==> src/rtl/amds_pkg.sv <==
// amds_pkg: shared constants for the AMDS trigger controller.
// Holds the FSM state encoding, the status-counter width and the receiver count.
package amds_pkg;

    localparam int AMDS_CNT_W = 16;
    localparam int AMDS_N_RX  = 2;

    localparam logic [1:0] ST_IDLE       = 2'd0;
    localparam logic [1:0] ST_SYNC_HIGH  = 2'd1;
    localparam logic [1:0] ST_WAIT_START = 2'd2;
    localparam logic [1:0] ST_WAIT_DONE  = 2'd3;

endpackage

==> src/rtl/amds_trigger_ctrl_cnt.sv <==
// amds_wrap_counter: free-running wrap-around event counter.
// Ports: clk, rst (sync, active high), inc (count enable), count (value).
module amds_wrap_counter
    import amds_pkg::*;
(
    input  logic                  clk,
    input  logic                  rst,
    input  logic                  inc,
    output logic [AMDS_CNT_W-1:0] count
);

    always_ff @(posedge clk) begin
        if (rst) begin
            count <= '0;
        end else if (inc) begin
            count <= count + 1'b1;
        end
    end

endmodule

==> src/rtl/amds_trigger_ctrl.sv <==
// amds_trigger_ctrl: sequencer driving sync_adc / start_rx for the AMDS receivers.
// Ports: clk, rst, enable, trigger, done0/done1 in; sync_adc, start_rx, busy,
// sample_done, timed_out and three 16-bit status counters out (all registered).
module amds_trigger_ctrl
    import amds_pkg::*;
#(
    parameter int SYNC_HIGH_CYCLES = 100,
    parameter int RX_DELAY_CYCLES  = 0,
    parameter int TIMEOUT_CYCLES   = 20000
) (
    input  logic                  clk,
    input  logic                  rst,
    input  logic                  enable,
    input  logic                  trigger,
    input  logic                  done0,
    input  logic                  done1,
    output logic                  sync_adc,
    output logic                  start_rx,
    output logic                  busy,
    output logic                  sample_done,
    output logic                  timed_out,
    output logic [AMDS_CNT_W-1:0] count_trigger,
    output logic [AMDS_CNT_W-1:0] count_missed,
    output logic [AMDS_CNT_W-1:0] count_timeout
);

    localparam logic [AMDS_CNT_W-1:0] SH_LAST = AMDS_CNT_W'(SYNC_HIGH_CYCLES - 1);
    localparam logic [AMDS_CNT_W-1:0] RX_AT   = AMDS_CNT_W'(RX_DELAY_CYCLES);
    localparam logic [AMDS_CNT_W-1:0] TO_LAST = AMDS_CNT_W'(TIMEOUT_CYCLES - 1);
    localparam logic [AMDS_CNT_W-1:0] DONE_OK = AMDS_CNT_W'(2);
    localparam bit RX_IN_SYNC = (RX_DELAY_CYCLES < SYNC_HIGH_CYCLES);

    logic [1:0]            state, state_nx;
    logic [AMDS_CNT_W-1:0] phase;
    logic [AMDS_CNT_W-1:0] wdog;
    logic                  started;
    logic [AMDS_N_RX-1:0]  done_v;
    logic                  all_done;
    logic                  accept, miss, start_c, end_c, to_c;

    assign done_v   = {done1, done0};
    assign all_done = &done_v;

    always_comb begin
        state_nx = state;
        accept   = 1'b0;
        start_c  = 1'b0;
        end_c    = 1'b0;
        to_c     = 1'b0;
        case (state)
            ST_IDLE: begin
                // busy still reflects the cycle sample_done is shown, so
                // a trigger in that cycle is counted as missed.
                if (trigger && enable && !busy) begin
                    accept   = 1'b1;
                    state_nx = ST_SYNC_HIGH;
                end
            end
            ST_SYNC_HIGH: begin
                start_c = RX_IN_SYNC && (phase == RX_AT);
                if (phase == SH_LAST) begin
                    state_nx = (started || start_c) ? ST_WAIT_DONE : ST_WAIT_START;
                end
            end
            ST_WAIT_START: begin
                start_c = (phase == RX_AT);
                if (start_c) begin
                    state_nx = ST_WAIT_DONE;
                end
            end
            ST_WAIT_DONE: begin
                // Watchdog 0/1 are the start_rx cycle and the stale-done cycle.
                if ((wdog >= DONE_OK) && all_done) begin
                    end_c = 1'b1;
                end else if (wdog >= TO_LAST) begin
                    end_c = 1'b1;
                    to_c  = 1'b1;
                end
                if (end_c) begin
                    state_nx = ST_IDLE;
                end
            end
            default: state_nx = ST_IDLE;
        endcase
        miss = trigger && !accept;
    end

    always_ff @(posedge clk) begin
        if (rst) begin
            state       <= ST_IDLE;
            phase       <= '0;
            wdog        <= '0;
            started     <= 1'b0;
            sync_adc    <= 1'b0;
            start_rx    <= 1'b0;
            busy        <= 1'b0;
            sample_done <= 1'b0;
            timed_out   <= 1'b0;
        end else begin
            state       <= state_nx;
            sync_adc    <= (state == ST_SYNC_HIGH);
            start_rx    <= start_c;
            busy        <= (state != ST_IDLE);
            sample_done <= end_c;
            if (accept) begin
                phase <= '0;
            end else if (phase != '1) begin
                phase <= phase + 1'b1;
            end
            if (accept) begin
                started <= 1'b0;
            end else if (start_c) begin
                started <= 1'b1;
            end
            if (start_c) begin
                wdog <= '0;
            end else if (wdog != '1) begin
                wdog <= wdog + 1'b1;
            end
            if (accept) begin
                timed_out <= 1'b0;
            end else if (to_c) begin
                timed_out <= 1'b1;
            end
        end
    end

    amds_wrap_counter u_cnt_trig (
        .clk   (clk),
        .rst   (rst),
        .inc   (accept),
        .count (count_trigger)
    );

    amds_wrap_counter u_cnt_miss (
        .clk   (clk),
        .rst   (rst),
        .inc   (miss),
        .count (count_missed)
    );

    amds_wrap_counter u_cnt_to (
        .clk   (clk),
        .rst   (rst),
        .inc   (to_c),
        .count (count_timeout)
    );

endmodule

==> config.mk <==
export PLATFORM = sky130hd
export DESIGN_NAME = amds_trigger_ctrl
export DESIGN_NICKNAME = d
export VERILOG_FILES = /design/src/rtl/amds_pkg.sv /design/src/rtl/amds_trigger_ctrl_cnt.sv /design/src/rtl/amds_trigger_ctrl.sv
export SDC_FILE = /design/constraint.sdc
export NUM_CORES = 1
export LEC_CHECK = 0
export ABC_AREA = 1
export BUFFER_PORTS_ARGS = -buffer_cell sky130_fd_sc_hd__buf_2
export CORE_MARGIN = 1
export CORE_UTILIZATION = 30
export CTS_CLUSTER_DIAMETER = 60
export CTS_CLUSTER_SIZE = 16
export DETAILED_ROUTE_END_ITERATION = 8
export GPL_ROUTABILITY_DRIVEN = 0
export GPL_TIMING_DRIVEN = 0
export RECOVER_POWER = 25
export SLEW_MARGIN = 25
export SYNTH_ARGS = -nofsm -noshare
export SYNTH_HDL_FRONTEND = slang
export SYNTH_SLANG_ARGS = --single-unit
==> constraint.sdc <==
create_clock -name clk -period 1.92 [get_ports clk]
set_input_delay 0.096 -clock clk [delete_from_list [all_inputs] [get_ports clk]]
set_output_delay 0.096 -clock clk [all_outputs]
set_load 0.1 [all_outputs]
==> summary.md, run 1 <==
| Metric | Value |
|---|---|
| Run status | finished, final reports clean |
| CP Capture Type | flip-flop |
| Drt drc | 0 |
| Layout cells sized above 1 | 0.1831 |
| Flops & latches, synth | 88 |
| Clock Tree Buf Depth | 2 |
| Initial antenna violation count | 0 |
| Hold Buf Count CTS | 0 |
| Leakage power | between 2 and 2.5 nW |
| Dpl ws | -142.4 ps |
| Total GRT Usage | 0.1492 |
| Power per standard cell area | approximately 850 nW/um^2 |
| Register area share after synthesis | 0.3700 |
| Port bufs | between 50 and 60 |
| Utilization after layout | 0.3723 |
| Hold_sp | enable |
| Die Area | 16380 um^2 |
| Total CTS buffers | 9 |
| First-pass GRT wire length | approximately 19000 um |
| Commonest non-fill, non-tap cell in the layout | nand2_1 |
| # fillers | about 1700 |
| Core area | 15370 um^2 |
| Startpoint types | flip-flop |
| Number of global-route vias before repair | between 4000 and 5000 |
| DPL Wire Length | approximately 8600 um |
| Total grt overflow | 0 |
| Worst skew pair latency | 350 ps |
| Worst-path maximum fanout | 10 |
| WP data arrival | 2000 ps |
| Synthesized area | roughly 4800 um^2 |
| DIE HEIGHT | 128.0 um |
| Peak VDD IR | roughly 0.54 mV |
| CTS root buf | clkbuf_16 |
| Detailed Routing Iterations Pass 1 | 5 |
| Syn. warnings | 0 |
| Worst reg2reg startpoint | state[0]$_SDFFE_PP0P_ |
| Initial Util | 0.3097 |
| Routed Antenna Nets | 0 |
| Syn_nets | 730 |
| Sink Count | 88 |
| CTS tree | yes |
| Post-synthesis cell count | roughly 710 |
| Setup slack after layout | between 150 and 200 ps |
| Drt wl/cell | roughly 12 um |
| Vias/cell | about 4.5 |
| Worst path required time | 2160 ps |
| Ports | approximately 60 |
| Final Cycle Share | 0.9184 |
| Area of the multi-input gates | around 2600 um^2 |
| Total wire length | ~12000 um |
| Die width | between 100 and 150 um |
| Crit path time final | between 1500 and 2000 ps |
| P&R area growth vs syn | 20.21% |
| Largest net degree at the start of global routing | 15 |
| Synth unique cells | 35 |
| Syn Area/Cell | 6.677 um^2 |
| Final Setup Violations | 0 |
| H-Tree Depth | 3 |
| FF/Latch Area | about 1800 um^2 |
| Critical path class | flip-flop to flip-flop |
| Maxcap violations | 0 |
| Fmax achieved | between 0.5 and 0.6 GHz |
| Total negative slack | 0 ps |
| Layout net count | around 810 |
| Rel. slew slack | 0.2171 |
| Most frequent cells in the layout | nand2_1, nor2_1, inv_1 |
| Hold Fails Final Rpt | 0 |
| Reg clk slew, reported paths | about 60 ps |
| # diodes | 0 |
| Worst Hold Class | primary input to flip-flop |
| Detailed-route via count | roughly 4600 |
| Row count | 45 |
| Max-slew violations | 0 |
| DR iter-0 viols | roughly 220 |
| Slew @ Worst Pin | around 1200 ps |
| Clock Skew | a little under 7 ps |
| Origin of the worst setup path | state[0]$_SDFFE_PP0P_ |
final timing paths:
check	to	slack [ps]	depth (start not counted)
worst max-delay path	phase[10]$_SDFFE_PP0P_	160	8
worst min-delay path	u_cnt_trig.count[10]$_SDFFE_PP0P_	180	5
worst max register to register	phase[10]$_SDFFE_PP0P_	160	8
worst min register to register	timed_out$_SDFFE_PP0P_	470	1
what timing repair did:
item,CTS,global route
setup buffers,0,6
gates resized for setup,6,8
setup endpoints to repair,17,37
pin swaps,2,4
layer usage:
metal  share of wire  track usage
met1            0.50       0.1824
met2            0.45       0.2481
met3           0.039      0.03965
met4           0.015      0.06090
met5               0            0
per-stage QoR:
step | cell area, um^2 | power, W | hold WS, ps | cells
after floorplan | 4785 | 0.002766 | 359.5 | 713
after global placement | 5339 | 0.002964 | 447.5 | 982
after detailed placement | 5339 | 0.002969 | 452.9 | 982
after CTS | 5673 | 0.004913 | 159.3 | 997
after global routing | 5723 | 0.005172 | 192.8 | 1003
final | 5723 | 0.004892 | 184.1 | 1003
flip-flops by register name, summed over array words and instances (netlist names):
name and count:
u_cnt_to.count 16, wdog 16, busy 1, phase 16, start_rx 1, u_cnt_trig.count 16, started 1, sample_done 1
u_cnt_miss.count 16, timed_out 1, state 2, sync_adc 1
final cells by class:
type                            count  area share
Multi-Input combinational cell    530      0.4615
Sequential cell                    88      0.3129
Timing Repair Buffer               64     0.05706
Inverter                           84     0.05553
Tap cell                          211     0.04613
Clock buffer                       10     0.04176
Clock inverter                      5     0.01421
Buffer                             11     0.01093
critical path: stages (launching register included):
cell and delay, ps:
dfxtp_2 350, inv_1 80, ha_2 210, nand4_1 150
buf_4 180, clkbuf_2 180, nand2_1 150, clkbuf_2 270
nor2_1 70
Yosys cell counts:
library cell  number  share of area
nor2_1           110          0.087
nor3b_2            1         0.0026
nor3_1            24          0.025
o21ai_0           25          0.026
o21ai_1            3         0.0032
buf_1              2         0.0016
nand4_1            8          0.011
a21oi_1           45          0.047
nor3b_1            2         0.0032
xor2_1             8          0.015
a21oi_2            3         0.0055
a31o_2             1         0.0018
a31oi_1           10          0.013
dfxtp_1           88           0.37
nand3b_1           3         0.0047
or2_2              4         0.0053
nand2_1          175           0.14
nor2_2             7         0.0092
nor3_2             2         0.0042
nand4_2            2         0.0053
nand3_1           54          0.057
inv_2              1        0.00079
xnor2_1           11          0.020
o21a_1             4         0.0063
buf_6              2         0.0047
nor2_4             6          0.014
nand2_2            5         0.0066
nand3_2            2         0.0042
clkbuf_1           4         0.0032
o21ai_2            3         0.0055
buf_2              3         0.0032
clkinv_1           1        0.00079
inv_1             82          0.065
o21bai_1           1         0.0016
ha_1              11          0.029
where the power goes:
group          switching (W)  internal, W  total [W]
Clock               0.000740      0.00117    0.00191
Combinational       0.000667     0.000282   0.000949
Sequential          0.000103      0.00193    0.00203
Total                0.00151      0.00338    0.00489
kinds of logic (layout without fill, tap and decap cells):
family,count (synthesis),in the layout,synth area share
compound gates,95,95,0.1106
fa+ha+maj,11,11,0.02891
flops,88,88,0.3700
xor+xnor,19,19,0.03495
simple gates,405,405,0.3766
buf+inv,95,174,0.07884
No activity file was read; power rests on OpenSTA's default activity.
==> run 2: changes to the inputs <==
--- a/config.mk
+++ b/config.mk
@@ -8,12 +8,13 @@
 export ABC_AREA = 1
 export BUFFER_PORTS_ARGS = -buffer_cell sky130_fd_sc_hd__buf_2
 export CORE_MARGIN = 1
-export CORE_UTILIZATION = 30
+export CORE_UTILIZATION = 58
 export CTS_CLUSTER_DIAMETER = 60
 export CTS_CLUSTER_SIZE = 16
 export DETAILED_ROUTE_END_ITERATION = 8
 export GPL_ROUTABILITY_DRIVEN = 0
 export GPL_TIMING_DRIVEN = 0
+export PLACE_DENSITY = 0.8
 export RECOVER_POWER = 25
 export SLEW_MARGIN = 25
 export SYNTH_ARGS = -nofsm -noshare
==> constraint.sdc (replaced) <==
create_clock -name clk -period 1.8 [get_ports clk]
set_input_delay 0.09 -clock clk [delete_from_list [all_inputs] [get_ports clk]]
set_output_delay 0.09 -clock clk [all_outputs]
set_load 0.1 [all_outputs]
==> summary.md, run 2 (synthesized netlist as in run 1, its figures left out) <==
| Metric | Value |
|---|---|
| Fmax achieved | approximately 0.55 GHz |
| Peak VDD IR | 0.7643 mV |
| Max-slew violations | 0 |
| Reg clk slew, reported paths | ~90 ps |
| Detailed-route via count | a little under 5000 |
| Detailed Routing Iterations Pass 1 | 6 |
| Port bufs | 58 |
| H-Tree Depth | 3 |
| CP top delay family | simple AND/OR/NAND/NOR gates |
| Worst-path maximum fanout | 5 |
| Dpl cells | between 800 and 900 |
| Total grt overflow | 0 |
| Core area | ~7800 um^2 |
| Row count | 32 |
| Slew @ Worst Pin | around 680 ps |
| Startpoint types | flip-flop |
| Area of the multi-input gates | 2743 um^2 |
| Critical path class | flip-flop to flip-flop |
| # diodes | 0 |
| Maxcap violations | 0 |
| FF/Latch Area | between 1500 and 2000 um^2 |
| Worst Hold Class | primary input to flip-flop |
| Total wire length | about 12000 um |
| Leakage power | between 2 and 2.5 nW |
| Setup slack after layout | -4.936 ps |
| Hold path cells | 5 |
| Total CTS buffers | 9 |
| Total GRT Usage | 0.2696 |
| Vias/cell | ~5.4 |
| Initial antenna violation count | 0 |
| DPL Wire Length | 8210 um |
| Commonest non-fill, non-tap cell in the layout | nand2_1 |
| Non-Filler Instances | ~910 |
| Hold Slack | between 150 and 200 ps |
| CTS tree | yes |
| Final Setup Violations | 4 |
| Hold Buf Count CTS | 0 |
| Worst skew pair latency | ~370 ps |
| Die width | a little over 90 um |
| Routed Antenna Nets | 0 |
| Final Cycle Share | 1.003 |
| Max incr delay on CP | ~380 ps |
| Crit path cell chain | inv_2 -> ha_4 -> nor2_2 -> nand2_1 -> nor2_2 -> nand2_1 -> nand2_2 -> nand2_4 -> nor2_4 -> buf_4 -> clkbuf_16 -> o21ai_0 -> nor2_1 |
| Drt wl/cell | 13.17 um |
| Clock Skew | between 10 and 15 ps |
| Initial Util | 0.6067 |
| Placed Instance Area | 5229 um^2 |
| Cell area after layout | between 5000 and 6000 um^2 |
| CP Capture Type | flip-flop |
| Drt drc | 0 |
| P&R area growth vs syn | 19.89% |
| First-pass GRT wire length | between 15000 and 20000 um |
| # fillers | 662 |
| Failing checks | setup timing |
| DIE HEIGHT | 92.60 um |
| Clock Tree Buf Depth | 2 |
| Hold Fails Final Rpt | 0 |
| Sink Count | approximately 90 |
| Most frequent cells in the layout | nand2_1, nor2_1, inv_1 |
| Worst path depth | 13 |
| DR iter-0 viols | 278 |
| CP max stage cell | dfxtp_4 |
| Crit path time final | between 1500 and 2000 ps |
| Ports | between 50 and 60 |
| Number of global-route vias before repair | 4317 |
| CTS root buf | clkbuf_8 |
| Dpl ws | -243.7 ps |
| Largest net degree at the start of global routing | 14 |
| Crit path buf inv count | 3 |
| Power per standard cell area | ~790 nW/um^2 |
| Die Area | roughly 8600 um^2 |
| Worst reg-to-reg path cell count | 13 |
| Run status | finished with violations |
| Layout net count | 818 |
| Rel. slew slack | 0.5468 |
| WP data arrival | 2100 ps |
| Worst path required time | between 2000 and 2500 ps |
| RSZ-0062 raised after global routing | yes |
| Layout cells sized above 1 | 0.2481 |
## run 2: cell types whose count changed in the layout (fill, tap and decap cells not counted), moves of 5 or more
| cell | change |
|---|---|
| clkbuf_2 | -25 |
| clkbuf_16 | -8 |
| clkbuf_8 | +9 |
| inv_2 | +5 |
| buf_2 | +31 |
| dfxtp_1 | -20 |
| buf_4 | +11 |
| dfxtp_2 | +16 |
## run 2: path summary, 6_finish.rpt
check / slack (ps) / start / to
setup reg to reg: -5 / wdog[0]$_SDFFE_PP0P_ / u_cnt_to.count[1]$_SDFFE_PP0P_
setup / recovery: -5 / wdog[0]$_SDFFE_PP0P_ / u_cnt_to.count[1]$_SDFFE_PP0P_
hold reg to reg: 460 / u_cnt_miss.count[7]$_SDFFE_PP0P_ / u_cnt_miss.count[7]$_SDFFE_PP0P_
hold / removal: 150 / enable / u_cnt_trig.count[1]$_SDFFE_PP0P_
## run 2: what timing repair did
action,4_1_cts,5_1_grt
endpoints found under the setup margin,33,58
gates cloned,0,1
gates resized for setup,7,45
hold endpoints to repair,0,0
pin swaps,1,18
setup buffers,1,17
## run 2: report_power, final
group	internal, W	switching [W]
logic	0.000351	0.000759
clock network	0.000538	0.000695
registers	0.00207	0.000117
total	0.00296	0.00157
## run 2: metal layers
| metal | GRT usage | vias to the layer above | share of wire |
|---|---|---|---|
| li1 | - | 2468 | - |
| met1 | 0.3475 | 2238 | 0.45 |
| met2 | 0.4537 | 165 | 0.48 |
| met3 | 0.04680 | 18 | 0.057 |
| met4 | 0.09115 | 0 | 0.015 |
| met5 | 0 | - | 0 |
## run 2: tightest hold or removal path, cell delays in order
cell and delay [ps]:
buf_2 120, nand3_2 100, nor2_4 70, nand2_1 50
a21oi_1 50
## run 2: area by class of cell
class                      instances  share of cell area
multi-input combinational        530              0.4805
sequential                        88              0.3198
timing repair buffer              77             0.08023
inverter                          84             0.05524
clock buffer                      13             0.02609
tap                              102             0.02236
buffer                            11             0.01271
clock inverter                     3            0.003069
## run 2: through the flow
step	util	setup TNS, ps	total power (W)
after global routing	0.7274	-1479	0.004761
final	0.7274	-10.32	0.004529
after global placement	0.6663	-1860	0.003126
after detailed placement	0.6663	-3146	0.003158
after CTS	0.6902	-2.209	0.004373
after floorplan	-	-78.13	0.002951
==> run 3: changes to the inputs <==
--- a/config.mk
+++ b/config.mk
@@ -5,16 +5,15 @@
 export SDC_FILE = /design/constraint.sdc
 export NUM_CORES = 1
 export LEC_CHECK = 0
-export ABC_AREA = 1
 export BUFFER_PORTS_ARGS = -buffer_cell sky130_fd_sc_hd__buf_2
 export CORE_MARGIN = 1
-export CORE_UTILIZATION = 58
+export CORE_UTILIZATION = 57
 export CTS_CLUSTER_DIAMETER = 60
 export CTS_CLUSTER_SIZE = 16
 export DETAILED_ROUTE_END_ITERATION = 8
 export GPL_ROUTABILITY_DRIVEN = 0
 export GPL_TIMING_DRIVEN = 0
-export PLACE_DENSITY = 0.8
+export PLACE_DENSITY = 0.79
 export RECOVER_POWER = 25
 export SLEW_MARGIN = 25
 export SYNTH_ARGS = -nofsm -noshare
==> summary.md, run 3 <==
| Metric | Value |
|---|---|
| Most used routing layer | met2 |
| Fmax achieved | roughly 0.49 GHz |
| Commonest non-fill, non-tap cell in the layout | nor2_1 |
| Cell area after layout | 5537 um^2 |
| Maxcap violations | 0 |
| Peak VDD IR | between 0.6 and 0.7 mV |
| Largest net degree at the start of global routing | 14 |
| Most frequent cell after synthesis | dfxtp_1 |
| Startpoint types | flip-flop |
| Max-slew violations | 0 |
| Drt drc | 0 |
| Post-synth top cells | dfxtp_1, nor2_1, xor2_1 |
| Syn Area/Cell | between 8 and 9 um^2 |
| Syn_nets | between 400 and 500 |
| Yosys top cell area share | 0.4276 |
| Worst-path maximum fanout | 7 |
| Reg2reg end | u_cnt_to.count[9]$_SDFFE_PP0P_ |
| Row count | 30 |
| First-pass GRT wire length | 16220 um |
| Final Setup Violations | 27 |
| Run status | finished with violations |
| Register area share after synthesis | 0.4276 |
| RSZ-0062 raised after global routing | yes |
| Clock Skew | 13.44 ps |
| Max incr delay on CP | about 380 ps |
| Crit path time final | around 2000 ps |
| # diodes | 0 |
| # fillers | 464 |
| Worst Hold Class | primary input to flip-flop |
| Hold Fails Final Rpt | 0 |
| WP data arrival | 2280 ps |
| H-Tree Depth | 3 |
| Slew @ Worst Pin | just over 600 ps |
| Synth unique cells | between 40 and 50 |
| Utilization after layout | 0.8016 |
| Leakage power | 2.259 nW |
| Routed Antenna Nets | 0 |
| Worst path required time | 2030 ps |
| Initial Util | 0.5966 |
| Drt wl/cell | between 15 and 20 um |
| Placed Instance Area | around 4700 um^2 |
| Failing checks | setup timing |
| Synth Flop Type | dfxtp_1 |
| Worst skew pair latency | 360 ps |
| Detailed-route via count | 3847 |
| Met3 GRT Util | 0.04550 |
| Total grt overflow | 0 |
| CP max stage cell | dfxtp_1 |
| Origin of the worst setup path | wdog[13]$_SDFFE_PP0P_ |
| Synth top area cells | dfxtp_1, xor2_1, nor2_1, xnor2_1, nand4_1 |
| Worst reg2reg startpoint | wdog[13]$_SDFFE_PP0P_ |
| Reg2Reg Setup Slack | -250 ps |
| Total wire length | around 11000 um |
| Hold Slack | between 40 and 50 ps |
| Die Area | around 7600 um^2 |
| Layout cells sized above 1 | 0.3845 |
| Synthesized area | between 4000 and 5000 um^2 |
| Most frequent cells in the layout | nor2_1, dfxtp_1, buf_4 |
| Largest area contributor in the netlist | dfxtp_1 |
| Number of global-route vias before repair | between 3000 and 4000 |
| DPL Wire Length | 6385 um |
| Number of synthesized flops with an enable pin | 0 |
| DR iter-0 viols | between 150 and 200 |
| Rel. slew slack | 0.5849 |
| Power per standard cell area | between 900 and 1000 nW/um^2 |
| Final Cycle Share | 1.138 |
| Area of the multi-input gates | around 2500 um^2 |
| Setup slack after layout | -247.8 ps |
| Ports | 59 |
| Total CTS buffers | 9 |
| Hold Buf Count CTS | 0 |
| P&R area growth vs syn | 34.38% |
| Initial antenna violation count | 0 |
| Die width | about 87 um |
| Detailed Routing Iterations Pass 1 | 5 |
| DIE HEIGHT | ~87 um |
| Flops & latches, synth | 88 |
| CTS root buf | clkbuf_8 |
| Reg clk slew, reported paths | roughly 80 ps |
| Vias/cell | around 5.6 |
| Port bufs | 58 |
| Clock Tree Buf Depth | 2 |
| Layout net count | a little over 600 |
| Core area | ~6900 um^2 |
| FF/Latch Area | approximately 1900 um^2 |
| Met2 global-route usage | 0.4896 |
| Setup crit end | u_cnt_to.count[9]$_SDFFE_PP0P_ |
| Syn. warnings | 0 |
| Critical path class | flip-flop to flip-flop |
| Post-synthesis cell count | just under 500 |
| CTS tree | yes |
| Total GRT Usage | 0.2717 |
| Total power | 0.005053 W |
| Post-synth ARST share | 0 |
| Crit path cell chain | or3_4 -> nand3b_4 -> o31ai_4 -> buf_4 -> buf_6 -> nand4_1 -> xnor2_1 -> nor2b_2 |
| Worst reg-to-reg path cell count | 8 |
| CP Capture Type | flip-flop |
| Met1 capacity usage during global routing | 0.3208 |
| Sink Count | 88 |
==> run 3: cell type report <==
cell class              count  area share
multi-input cells         359      0.4583
flip-flops and latches     88      0.3385
repair buffers            102      0.1184
clock buffers              13     0.02508
well taps                  96     0.02169
plain buffers              14     0.01989
inverters                  14     0.01040
clock inverters             3    0.007684
==> run 3: repair_timing <==
| item | CTS | global route |
|---|---|---|
| pin swaps | 23 | 29 |
| setup endpoints to repair | 61 | 53 |
| resized for setup | 52 | 41 |
| buffers inserted | 21 | 22 |
| cloned | 1 | 0 |
==> run 3: logic make-up after synthesis <==
| group | synth area share |
|---|---|
| simple gates | 0.3088 |
| flops | 0.4276 |
| xor+xnor | 0.1254 |
| compound gates | 0.06226 |
| buf+inv | 0.03249 |
| fa+ha+maj | 0.03340 |
| mux | 0.01002 |
==> run 3: worst min path at each step <==
stage / startpoint / endpoint / depth (start not counted)
2_1_floorplan: trigger / u_cnt_miss.count[1]$_SDFFE_PP0P_ / 2
4_1_cts: trigger / u_cnt_miss.count[1]$_SDFFE_PP0P_ / 3
6_report: trigger / u_cnt_miss.count[1]$_SDFFE_PP0P_ / 3
5_1_grt: trigger / u_cnt_miss.count[1]$_SDFFE_PP0P_ / 3
3_3_place_gp: trigger / u_cnt_miss.count[1]$_SDFFE_PP0P_ / 3
3_5_place_dp: trigger / u_cnt_miss.count[1]$_SDFFE_PP0P_ / 3
==> run 3: metal layers <==
layer  part of all wire  vias to the layer above
li1                   -                     1887
met4              0.021                        0
met1               0.42                     1822
met2               0.52                      117
met3              0.039                       21
met5                  0                        -
==> run 3: through the flow <==
| stage | TNS, ps | worst slack, ps | std cells |
|---|---|---|---|
| 6_report | -3181 | -247.8 | 689 |
| 5_1_grt | -6620 | -326.0 | 689 |
| 4_1_cts | -2009 | -172.9 | 670 |
| 3_5_place_dp | -8625 | -296.1 | 636 |
| 3_3_place_gp | -6273 | -236.6 | 636 |
| 2_1_floorplan | -439.5 | -124.5 | 482 |
==> run 3: critical path: cells and delay by family, from the launching register on <==
family          cells  cell delay (ps)
simple gates        4              800
compound gates      1              320
buf+inv             2              290
flops               1              380
xor+xnor            1              150
==> run 3: power breakdown <==
| group | internal, W | total [W] | switching (W) | leakage, nW |
|---|---|---|---|---|
| registers | 0.00206 | 0.00218 | 0.000121 | 0.740 |
| logic | 0.000663 | 0.00155 | 0.000887 | 1.43 |
| clock network | 0.000643 | 0.00132 | 0.000678 | 0.0876 |
| total | 0.00337 | 0.00505 | 0.00169 | 2.26 |
